$ cat src/rtl/adder_sweep_seq.sv
// Stimulus sequencer and checker for 3-bit adders: sweeps every ordered pair of
// {a,b,c0} vectors, samples {c3,s} after SETTLE cycles and records mismatches.
module adder_sweep_seq #(
    parameter int SETTLE = 4
) (
    input  logic        clk,
    input  logic        rst_n,
    input  logic        start,
    input  logic [2:0]  s_in,
    input  logic        c3_in,
    output logic [2:0]  a,
    output logic [2:0]  b,
    output logic        c0,
    output logic        busy,
    output logic        done,
    output logic [15:0] err_cnt,
    output logic        fail_vld,
    output logic [6:0]  fail_from,
    output logic [6:0]  fail_to
);

    typedef enum logic [1:0] {IDLE, RUN, DONE} state_t;

    localparam logic [7:0] SETTLE_LAST = 8'(SETTLE - 1);

    state_t     state;
    state_t     state_next;
    logic [6:0] i;
    logic [6:0] j;
    logic [6:0] prev;
    logic       phase;
    logic [7:0] wc;
    logic [6:0] cur;
    logic [3:0] expected;
    logic       mismatch;
    logic       launch;
    logic       check;
    logic       last;

    assign cur      = {a, b, c0};
    assign expected = {1'b0, a} + {1'b0, b} + {3'b000, c0};
    assign mismatch = ({c3_in, s_in} != expected);
    assign launch   = start && (state != RUN);
    assign check    = (state == RUN) && (wc == SETTLE_LAST);
    assign last     = check && phase && (i == 7'd127) && (j == 7'd127);

    always_ff @(posedge clk or negedge rst_n) begin
        if (!rst_n) state <= IDLE;
        else        state <= state_next;
    end

    always_comb begin
        state_next = state;
        case (state)
            IDLE:    if (start) state_next = RUN;
            RUN:     if (last)  state_next = DONE;
            DONE:    if (start) state_next = RUN;
            default: state_next = IDLE;
        endcase
    end

    // The last check leaves the operands on vector 127 instead of loading the wrapped i.
    always_ff @(posedge clk or negedge rst_n) begin
        if (!rst_n) begin
            {a, b, c0} <= 7'd0;
            i          <= 7'd0;
            j          <= 7'd0;
            prev       <= 7'd0;
            phase      <= 1'b0;
            wc         <= 8'd0;
            busy       <= 1'b0;
            done       <= 1'b0;
            err_cnt    <= 16'd0;
            fail_vld   <= 1'b0;
            fail_from  <= 7'd0;
            fail_to    <= 7'd0;
        end else if (launch) begin
            {a, b, c0} <= 7'd0;
            i          <= 7'd0;
            j          <= 7'd0;
            prev       <= 7'd0;
            phase      <= 1'b0;
            wc         <= 8'd0;
            busy       <= 1'b1;
            done       <= 1'b0;
            err_cnt    <= 16'd0;
            fail_vld   <= 1'b0;
            fail_from  <= 7'd0;
            fail_to    <= 7'd0;
        end else if (state == RUN) begin
            if (!check) begin
                wc <= wc + 8'd1;
            end else begin
                wc   <= 8'd0;
                prev <= cur;
                if (mismatch) begin
                    if (err_cnt != 16'hFFFF) err_cnt <= err_cnt + 16'd1;
                    if (!fail_vld) begin
                        fail_vld  <= 1'b1;
                        fail_from <= prev;
                        fail_to   <= cur;
                    end
                end
                if (!phase) begin
                    {a, b, c0} <= j;
                    phase      <= 1'b1;
                end else begin
                    phase <= 1'b0;
                    j     <= j + 7'd1;
                    if (j == 7'd127) i <= i + 7'd1;
                    if (last) begin
                        busy <= 1'b0;
                        done <= 1'b1;
                    end else if (j == 7'd127) begin
                        {a, b, c0} <= i + 7'd1;
                    end else begin
                        {a, b, c0} <= i;
                    end
                end
            end
        end
    end

endmodule

$ cat config.mk
export PLATFORM = sky130hd
export DESIGN_NAME = adder_sweep_seq
export DESIGN_NICKNAME = d
export VERILOG_FILES = /design/src/rtl/adder_sweep_seq.sv
export SDC_FILE = /design/constraint.sdc
export NUM_CORES = 1
export LEC_CHECK = 0
export ABC_CLOCK_PERIOD_IN_PS = 3900
export CORE_MARGIN = 1
export CORE_UTILIZATION = 56
export CTS_CLUSTER_SIZE = 8
export DETAILED_ROUTE_END_ITERATION = 7
export GPL_TIMING_DRIVEN = 0
export PLACE_DENSITY = 0.89
export REMOVE_ABC_BUFFERS = 1
export SLEW_MARGIN = 20
export SYNTH_ARGS = -nofsm -noshare
export SYNTH_HDL_FRONTEND = slang
export SYNTH_SLANG_ARGS = --single-unit
$ cat constraint.sdc
create_clock -name clk -period 3.9 [get_ports clk]
set_clock_uncertainty 0.15 [all_clocks]
set_input_delay 0.585 -clock clk [delete_from_list [all_inputs] [get_ports clk]]
set_output_delay 0.585 -clock clk [all_outputs]
set_load 0.02 [all_outputs]
* Word-level counts from Yosys, hierarchy flattened *
Index checks and enable logic that the tools add are counted.

operators by class
  equal/unequal tests = 12
  multiplexer cells = 69
  $add $sub $neg = 6
  reduce and logical (&&, ||, !) cells = 23

operators with widths
  kind                   number
  $mux 7                 22
  $mux 16                5
  $mux 3                 12
  $mux 1                 24
  $mux 8                 3
  $add 16x1->16 const B  1
  $ne 16x16->1 const B   1
  $reduce_and 4->1       4
  $add 7x1->7 const B    2
  $eq 7x7->1 const B     2
  $reduce_bool 2->1      7
  $reduce_and 3->1       3
  $add 8x1->8 const B    1
  $eq 8x2->1 const B     1
  $ne 2x1->1 const B     3
  $logic_and 1x1->1      5
  $add 3x3->4            1
  $add 4x1->4            1
  $mux 2                 2
  $ne 4x4->1             1
  $pmux 2 s2             1
  $reduce_and 2->1       2
  $ne 3x3->1 const B     1
  $eq 2x1->1 const B     1
  other kinds (4)        4

word-level totals
  input bits = 7
  output and inout bits = 40
  flip-flop bits (word level) = 72
  logic and storage cells = 125

* Longest topological paths before layout *
  depth after elaboration = 10
  gate-level depth with buffers = 10
  depth with buffers taken out = 8

* Worst setup path after synthesis *
No wires, ideal clock.

  path type = flip-flop to flip-flop
  start point = register a[0]
  end point = register fail_from[0]
  required time = 3.671 ns
  buffers on the path = 2
  path slack = 0.907 ns
  cell stages (with the launch flop) = 11
  clock period less this slack = 2.993 ns
  arrival = 2.763 ns
  setup time = 0.079 ns
  cell sequence = dfrtp_1 > fa_1 > inv_1 > fa_1 > xnor2_1 > nor3_1 > o21a_1 > or3_1 > clkbuf_1 > buf_2 > mux2i_1

on the way
  cells in the longest elaborated chain, start to end = 5

ends and longest elaborated chain
  item                                line  source
  from (decl)                         11    output logic [2:0] a,
  from (signal assigned)              105   {a, b, c0} <= j;
  from (signal assigned)              115   {a, b, c0} <= i + 7'd1;
  from (signal assigned)              117   {a, b, c0} <= i;
  $add 3x3->4                         41    assign expected = {1'b0, a} + {1'b0, b} + {3'b000, c0};
  $add 4x1->4                         41
  $ne 4x4->1                          42    assign mismatch = ({c3_in, s_in} != expected);
  $reduce_bool 2->1 (no source line)  -
  $reduce_and 4->1 (no source line)   -
  to (signal assigned)                100   fail_from <= prev;
  to (decl)                           18    output logic [6:0] fail_from,

Every way passes these cells.
A chain may end at the register's enable or synchronous reset.

* Final worst setup path *
  start point = register a[0]
  end point = register fail_to[5]

on the way
  cells in the longest elaborated chain, start to end = 5

ends and longest elaborated chain
  item                                line  source
  $add 3x3->4                         41
  $add 4x1->4                         41
  $ne 4x4->1                          42
  $reduce_bool 2->1 (no source line)  -
  $reduce_and 4->1 (no source line)   -
  to (signal assigned)                101   fail_to <= cur;
  to (decl)                           19    output logic [6:0] fail_to

Every way passes these cells.

==> flow_summary.json <==
{
  "layout_min_cycle_time_ns": 3.56,
  "largest_net_degree_at_the_start_of_global_routing": 39,
  "drt_pre_antenna_iters": 8,
  "diodes": 0,
  "buffers_and_inverters_on_the_worst_path": 1,
  "synth_top_flop_cell": "sky130_fd_sc_hd__dfrtp_1",
  "grt_antenna_before_repair": 0,
  "worst_slew_margin_rel_pct": 48.0,
  "detailroute.via_count": 3311,
  "cp_common_cell": "sky130_fd_sc_hd__fa_1",
  "rsz0062_at_grt": "false",
  "flow.area_growth_from_synthesis_pct": 19.5,
  "ys_seq_elements": 72,
  "period_share_pct": 91.3,
  "cts_buffers": 9,
  "ys.warnings.count": 0,
  "postSynthAreaPerCell_um2": 9.50,
  "report.final.hold_viol_count": 0,
  "hold_path_class": "primary input to async pin",
  "grt_pass1_wl_um": 14200,
  "setup-violations-final": 0,
  "clock-root-buffer": "sky130_fd_sc_hd__clkbuf_8",
  "violations": "design-rule violations",
  "crit_path_top_delay_cell": "sky130_fd_sc_hd__or3_1",
  "cp-end-kind": "register",
  "power.density_nw_per_um2": 509,
  "detail_route.drc_violations": 3,
  "cts_tree": "built",
  "synth_edf_count": 0,
  "sequential_cell_area_fraction_in_the_yosys_report_pct": 47.1,
  "max_clock_freq_mhz": 281,
  "worst_path_dominant_cell_family": "simple AND/OR/NAND/NOR gates",
  "start_util_pct": 59.3,
  "clk_pin_slew_ns": 0.07,
  "critical-path-max-stage-delay_ns": 0.69,
  "final_cells": 521,
  "floorplan_die_area_um2": 7170,
  "cap_viol_max_count": 0,
  "tritoncts_num_sinks": 72,
  "placed_cells": 505,
  "fp.dieW_um": 84.7,
  "crit_type": "register to register",
  "drt-vias-per-instance": 6.36,
  "setup.worst_path.start_class": "register",
  "yosysUniqueCellTypes": 48,
  "fp.coreArea_um2": 6460,
  "status": "finished with violations",
  "final_common_cell": "sky130_fd_sc_hd__dfrtp_1",
  "numPortBuffers": 46,
  "netlist_instances": 403,
  "io_pins": 47,
  "fillers": 486,
  "layout.cells.most_common_list": "72 x sky130_fd_sc_hd__dfrtp_1, 62 x sky130_fd_sc_hd__nand2_1, 45 x sky130_fd_sc_hd__clkdlybuf4s50_1",
  "fin_setup_tns_ns": 0,
  "routed_wirelength_um": 8800,
  "worstPathCellList": "fa_1 -> inv_1 -> fa_1 -> xnor2_1 -> nor3_1 -> o21a_2 -> or3_1 -> mux2i_1",
  "power.static_leakage_nw": 2.04,
  "ctsHtreeMaxLevel": 3,
  "final_layout_size_suffix_gt1_share_pct": 7.66,
  "worst_skew_pair_latency_ns": 0.35,
  "tightestPinTransition_ns": 0.778,
  "async_flop_share_pct": 100,
  "irDropWorstVdd_v": 0.000452,
  "ant_nets": 0,
  "place.gp.congestion": 0.874,
  "first_iter_violations": 253,
  "postCtsSetupBuffers": 0,
  "crit_required_ns": 4.01,
  "routedWlPerCell_um": 16.9,
  "grt_usage_pct": 25.4,
  "cp_data_arrival_time_ns": 3.67,
  "grt_pass1_vias": 3050,
  "global_route.overflow_total": 0,
  "top_fanout_value_on_the_critical_path": 31,
  "dieHeight_um": 84.7,
  "cts-root-to-sink-buffers": 2,
  "fin_hold_ws_ns": 0.0426,
  "report.final.slew_viol_count": 0,
  "place_hpwl_um": 5710,
  "synth_area_um2": 3830,
  "finalNetCount": 454,
  "rows": 29
}
[through the flow]
stage	total power (W)	setup WS, ns	cell area [um^2]	util [%]
5_1_grt	0.00244	0.104	4570	70.8
4_1_cts	0.00233	0.0630	4570	70.8
2_1_floorplan	0.00134	0.548	3730	-
3_3_place_gp	0.00155	-0.318	4290	66.4
6_report	0.00233	0.341	4570	70.8
3_5_place_dp	0.00159	0.0855	4320	66.9
[Yosys cell counts (all sizes together), types with 2 or more instances]
cell,count,area share (%)
clkbuf,18,1.8
nand4,6,0.98
mux2i,19,5.0
o31ai,12,2.4
and2,3,0.49
or3,6,1.1
fa,2,1.0
nor2,24,2.4
a22o,2,0.46
a21o,2,0.39
nor3,8,1.0
nand3,18,2.4
or4,12,2.4
inv,10,0.98
buf,4,0.69
and4,2,0.46
o211ai,4,0.78
nand2b,2,0.33
a21oi,31,4.1
o21a,2,0.39
nand2,63,6.2
a31o,6,1.4
xnor2,6,1.4
o21ai,21,2.7
mux2,2,0.59
nor4,3,0.65
xor2,8,1.8
dfrtp,72,47
and3,11,1.8
a211oi,4,0.78
ha,6,2.0
o2111ai,2,0.46
[cells by family (layout without fill, tap and decap cells)]
group,Yosys count,count (layout),share of synthesized area (%)
XOR/XNOR,15,15,3.79
AO/OA/AOI/OAI,91,91,15.2
multiplexers,21,21,5.56
flip-flops,72,72,47.1
AND/OR/NAND/NOR,164,164,22.0
adder cells (fa/ha/maj),8,8,3.01
buffers and inverters,32,73,3.43
[cell type report]
type | count | area (um^2) | share of cell area (%)
repair buffers | 47 | 478 | 10.5
clock buffers | 11 | 151 | 3.31
flip-flops and latches | 72 | 1800 | 39.4
clock inverters | 5 | 103 | 2.24
inverters | 10 | 37.5 | 0.821
well taps | 77 | 96.3 | 2.11
multi-input cells | 299 | 1910 | 41.7
[where the power goes]
group	internal, W	switching, W	total [W]
Sequential	0.000858	0.000148	0.00101
Clock	0.000459	0.000282	0.000741
Combinational	0.000273	0.000307	0.000579
Total	0.00159	0.000738	0.00233
[flip-flops by register name (all words and copies together), names as in the netlist, 2 cells and up]
| signal | flops |
|---|---|
| a | 3 |
| b | 3 |
| err_cnt | 16 |
| fail_from | 7 |
| fail_to | 7 |
| i | 7 |
| j | 7 |
| prev | 7 |
| state | 2 |
| wc | 8 |
[path summary, 6_finish.rpt]
path	end	cells past startpoint	slack, ns	start
max	fail_to[5]	8	0.34	a[0]
min reg2reg	done	2	0.35	done
max in group asynchronous	prev[1]	2	3.00	rst_n
min in group clk	done	2	0.35	done
min	err_cnt[5]	1	0.04	rst_n
max reg2reg	fail_to[5]	8	0.34	a[0]
[routing by layer]
| layer | vias to the layer above | track usage, % | wire length, um |
|---|---|---|---|
| li1 | 1539 | - | - |
| met5 | - | 0 | 0 |
| met4 | 0 | 10.3 | 160 |
| met3 | 19 | 7.67 | 461 |
| met2 | 115 | 43.2 | 4550 |
| met1 | 1638 | 30.2 | 3630 |
[repair_timing]
item,CTS,global route
gates resized for setup,0,1
endpoints found under the hold margin,0,0
hold buffers,0,0
setup endpoints to repair,0,14
(Power assumes the default switching activity.)
